### src/rtl/fifo_umbral.sv
// Synchronous FIFO with programmable almost-full/almost-empty thresholds and status flags.
// Optional macro FIFO_ERROR_STICKY_EN: fifo_error latches until reset instead of pulsing.
module fifo_umbral #(
  parameter int DATA_WIDTH = 6,
  parameter int ADDR_WIDTH = 2
) (
  input  logic                  clk,
  input  logic                  reset,
  input  logic                  push,
  input  logic [DATA_WIDTH-1:0] data_in,
  input  logic                  pop,
  input  logic [ADDR_WIDTH:0]   umbral_alto,
  input  logic [ADDR_WIDTH:0]   umbral_bajo,
  output logic [DATA_WIDTH-1:0] data_out,
  output logic                  valid_out,
  output logic                  fifo_empty,
  output logic                  fifo_full,
  output logic                  almost_full,
  output logic                  almost_empty,
  output logic                  fifo_error,
  output logic [ADDR_WIDTH:0]   count
);

  localparam int                DEPTH   = 1 << ADDR_WIDTH;
  localparam logic [ADDR_WIDTH:0] DEPTH_C = (ADDR_WIDTH + 1)'(DEPTH);

  logic [DATA_WIDTH-1:0] mem [DEPTH];
  logic [ADDR_WIDTH-1:0] wr_ptr, rd_ptr;
  logic                  acc_push, acc_pop, err_event;
  logic [ADDR_WIDTH:0]   count_next;

  // Acceptance is judged against the registered flags; a full FIFO still
  // accepts a push when a pop frees a slot on the same edge.
  always_comb begin
    // NOTE: every combinational output gets a default first so no latch is inferred.
    count_next = count;
    acc_push   = push && (!fifo_full || pop);
    acc_pop    = pop && !fifo_empty;
    err_event  = (push && fifo_full && !pop) || (pop && fifo_empty);
    if (acc_push && !acc_pop)
      count_next = count + (ADDR_WIDTH + 1)'(1);
    else if (!acc_push && acc_pop)
      count_next = count - (ADDR_WIDTH + 1)'(1);
  end

  // NOTE: storage has no reset; pointers and count alone define which words are valid.
  always_ff @(posedge clk) begin
    if (!reset && acc_push)
      mem[wr_ptr] <= data_in;
  end

  // NOTE: sequential state uses non-blocking assignments so all registers update together.
  always_ff @(posedge clk) begin
    if (reset) begin
      wr_ptr       <= '0;
      rd_ptr       <= '0;
      count        <= '0;
      data_out     <= '0;
      valid_out    <= 1'b0;
      fifo_empty   <= 1'b1;
      fifo_full    <= 1'b0;
      almost_full  <= 1'b0;
      almost_empty <= 1'b1;
      fifo_error   <= 1'b0;
    end else begin
      if (acc_push)
        wr_ptr <= wr_ptr + ADDR_WIDTH'(1);
      if (acc_pop) begin
        rd_ptr   <= rd_ptr + ADDR_WIDTH'(1);
        data_out <= mem[rd_ptr];
      end
      valid_out    <= acc_pop;
      count        <= count_next;
      // Flags describe the occupancy that exists after this edge.
      fifo_empty   <= (count_next == '0);
      fifo_full    <= (count_next == DEPTH_C);
      almost_full  <= (count_next >= umbral_alto);
      almost_empty <= (count_next <= umbral_bajo);
`ifdef FIFO_ERROR_STICKY_EN
      fifo_error   <= fifo_error || err_event;
`else
      fifo_error   <= err_event;
`endif
    end
  end

endmodule

### config.mk
export PLATFORM = sky130hd
export DESIGN_NAME = fifo_umbral
export DESIGN_NICKNAME = d
export VERILOG_FILES = /design/src/rtl/fifo_umbral.sv
export SDC_FILE = /design/constraint.sdc
export NUM_CORES = 1
export LEC_CHECK = 0
export BUFFER_PORTS_ARGS = -buffer_cell sky130_fd_sc_hd__buf_2
export CAP_MARGIN = 40
export CORE_MARGIN = 5
export CORE_UTILIZATION = 49
export CTS_CLUSTER_SIZE = 10
export DETAILED_ROUTE_END_ITERATION = 8
export GPL_TIMING_DRIVEN = 1
export PLACE_DENSITY = 0.74
export SLEW_MARGIN = 5
export SYNTH_ARGS = -nofsm -noshare
export SYNTH_HDL_FRONTEND = slang
export SYNTH_SLANG_ARGS = --single-unit
### constraint.sdc
create_clock -name clk -period 2.7 [get_ports clk]
set_input_delay 0.81 -clock clk [delete_from_list [all_inputs] [get_ports clk]]
set_output_delay 0.81 -clock clk [all_outputs]
set_load 0.1 [all_outputs]
==> results by group <==
Global route
  – GR Overflow Total: 0
  – Initial antenna violation count: 0
  – GRT Overall Usage: 14.06%
  – Largest net degree at the start of global routing: 20
  – First-pass GRT wire length: ~5400 um
  – Number of global-route vias before repair: around 1200

Critical path
  – Crit path capture type: flop
  – Startpoint types: primary input
  – Most used cell, CP: xnor2_1
  – Slowest cell on the critical path: or3_1
  – Top delay family on crit path: compound AO/OA/AOI/OAI gates
  – Maximum fanout along the worst path: 3
  – R2R Path Start: fifo_full
  – Crit-path cells: buf_2 > xnor2_1 > nand2_1 > o21ai_0 > xnor2_1 > ha_1 > or3_1 > a221oi_1 > o21bai_1
  – Critical Path AT: ~2400 ps
  – Req. time, crit path: around 2900 ps
  – Kind of critical path: primary input to flop
  – Worst path bufs/invs: 1
  – Crit path largest cell delay: between 300 and 400 ps
  – Launch point of the worst path: push

Power
  – Pwr/cell area: roughly 880 nW/um^2
  – Leakage: 0.0008511 uW
  – Overall power: around 1900 uW
  – Worst vdd ir: roughly 0.5 mV

Placement
  – HPWL after DPL: roughly 2500 um
  – Placer congestion estimate: 0.7439
  – Port Buffer Count: 30

Clocking
  – H-tree Lvls: 2
  – Clock Latency Late Sink: 300 ps
  – Clock buffer count from CTS: 5
  – Clk buf depth: 2
  – Root buffer cell: clkbuf_8
  – Clock transition at path regs: ~80 ps
  – CTS tree: yes
  – CTS Sinks: between 40 and 50
  – Postcts setup bufs: 0
  – CTS resizes: 0
  – Number of hold buffers added after cts: 0

Yosys
  – Async SR Flop Fraction: 0%
  – Mean area per synthesized cell: between 10 and 15 um^2
  – Post-synth top area share: 39.24%
  – Synth Flop Type: edfxtp_1
  – Count leader, synth: edfxtp_1
  – Dominant cells by area after synthesis: edfxtp_1, dfxtp_1, mux4_2, ha_1, nand2_1
  – Post-synth EDFFs: 24
  – Syn Inst Count: 140
  – Register area share after synthesis: roughly 60%
  – Mapped Area: around 1800 um^2
  – Largest area contributor in the netlist: edfxtp_1
  – Post-synth top cells: edfxtp_1, dfxtp_1, nand2_1
  – YS warnings: 0
  – Syn_nets: around 160
  – Synth cell types: 39
  – Seq cells post-synth: 43

STA
  – Final period util: a little over four fifths
  – Fmax: 444.7 MHz
  – Worst slew pin tran: between 400 and 500 ps
  – Final critical-path required period: between 2000 and 2500 ps
  – Max Slew Vio Count: 0
  – Final Hold Vio Count: 0
  – RSZ-0062 raised after global routing: no
  – Worst rel slew slack: between 60% and 70%
  – Finish-stage setup viols: 0
  – Setup total negative slack: 0 ps
  – Clk_skew: ~8.5 ps

Final layout
  – Layout cells sized above 1: 31.98%
  – # diodes: 0
  – Area Overhead vs Synth: 16.55%
  – Post-layout nets: between 150 and 200
  – Filler cells: 297

Route
  – Routed Antenna Nets: 0
  – DR pass1 iterations: 4
  – # DRC: 0
  – Via count: approximately 1100
  – WL/cell: about 15 um
  – Vias/cell: about 5
  – Iteration-0 DRC Markers: 40
  – Routed WL: 3277 um

Die
  – Die Y: slightly above 70 um
  – Placeable Area: 3633 um^2
  – Initial Utilization: about half
  – # IOs: 31
  – Placement row count: 22
  – Die area: between 5000 and 6000 um^2
  – Chip Width: between 70 and 80 um

Min path
  – Hold WC Path Type: flop to flop
  – Hold_sp: data_out[4]

Run
  – Number of max-cap violations: 0

Outcome
  – Status: complete, no violations
[final cells by class]
| cell class | count | area, um^2 | share of cell area [%] |
|---|---|---|---|
| inverters | 5 | 18.77 | 0.8767 |
| flip-flops and latches | 43 | 1102 | 51.49 |
| clock inverters | 1 | 30.03 | 1.403 |
| well taps | 48 | 60.06 | 2.805 |
| multi-input cells | 84 | 666.9 | 31.15 |
| repair buffers | 32 | 165.2 | 7.715 |
| clock buffers | 7 | 97.59 | 4.559 |
[routing by layer]
metal  wire length [um]  track usage, %
met5                  0               0
met4                 95           7.516
met3                204           5.330
met2               1627           22.86
met1               1349           16.03
[cell usage in the layout (no fill, tap or decap), types with 4 or more instances in the layout]
cell and instances:
ha_1 8, xnor2_1 4, nor2_1 10, dfxtp_1 18
and2_1 4, buf_2 30, edfxtp_1 24, a21oi_1 7
clkbuf_8 5, nand2_1 17, mux4_2 6, inv_1 5
[through the flow]
| stage | utilization, % | area [um^2] | hold WS [ps] | cells | setup slack, ps |
|---|---|---|---|---|---|
| floorplan | - | 1838 | 517.5 | 140 | 41.83 |
| global placement | 55.41 | 2013 | 443.1 | 212 | 188.5 |
| detailed placement | 55.41 | 2013 | 453.8 | 212 | 139.2 |
| CTS | 58.92 | 2141 | 464.9 | 220 | 454.1 |
| global route | 58.92 | 2141 | 486.6 | 220 | 357.8 |
| finish | 58.92 | 2141 | 460.2 | 220 | 451.3 |
[sequential cells by signal, indices dropped and copies added (netlist names), 2 cells and up]
register	count
rd_ptr	2
count	3
data_out	6
wr_ptr	2
mem	24
[tightest hold or removal path: cells and delay by family, from the launching register on]
family           cells  cell delay [ps]
AO/OA/AOI/OAI        1               50
flip-flops           1              310
AND/OR/NAND/NOR      1               50
[final timing paths]
kind	end	slack, ps	cells past startpoint
max	almost_empty	450	9
min	data_out[4]	460	2
max reg2reg	almost_empty	690	7
min reg2reg	data_out[4]	460	2
[power breakdown]
| part | internal, uW | switching [uW] |
|---|---|---|
| Combinational | 158 | 396 |
| Sequential | 745 | 46.7 |
| Clock | 332 | 209 |
| Total | 1240 | 651 |
[logic make-up (layout without fill, tap and decap cells)]
logic type / Yosys count / after routing / synth area share [%]
xor gates and xnor gates: 6 / 6 / 3.270
AOI/OAI and AO/OA: 18 / 18 / 7.085
DFF: 43 / 43 / 59.95
adders and majority gates: 8 / 8 / 5.450
buffers and inverters: 13 / 45 / 3.747
muxes: 8 / 8 / 8.447
and+or+nand+nor: 44 / 44 / 12.06
(Power assumes the default switching activity.)
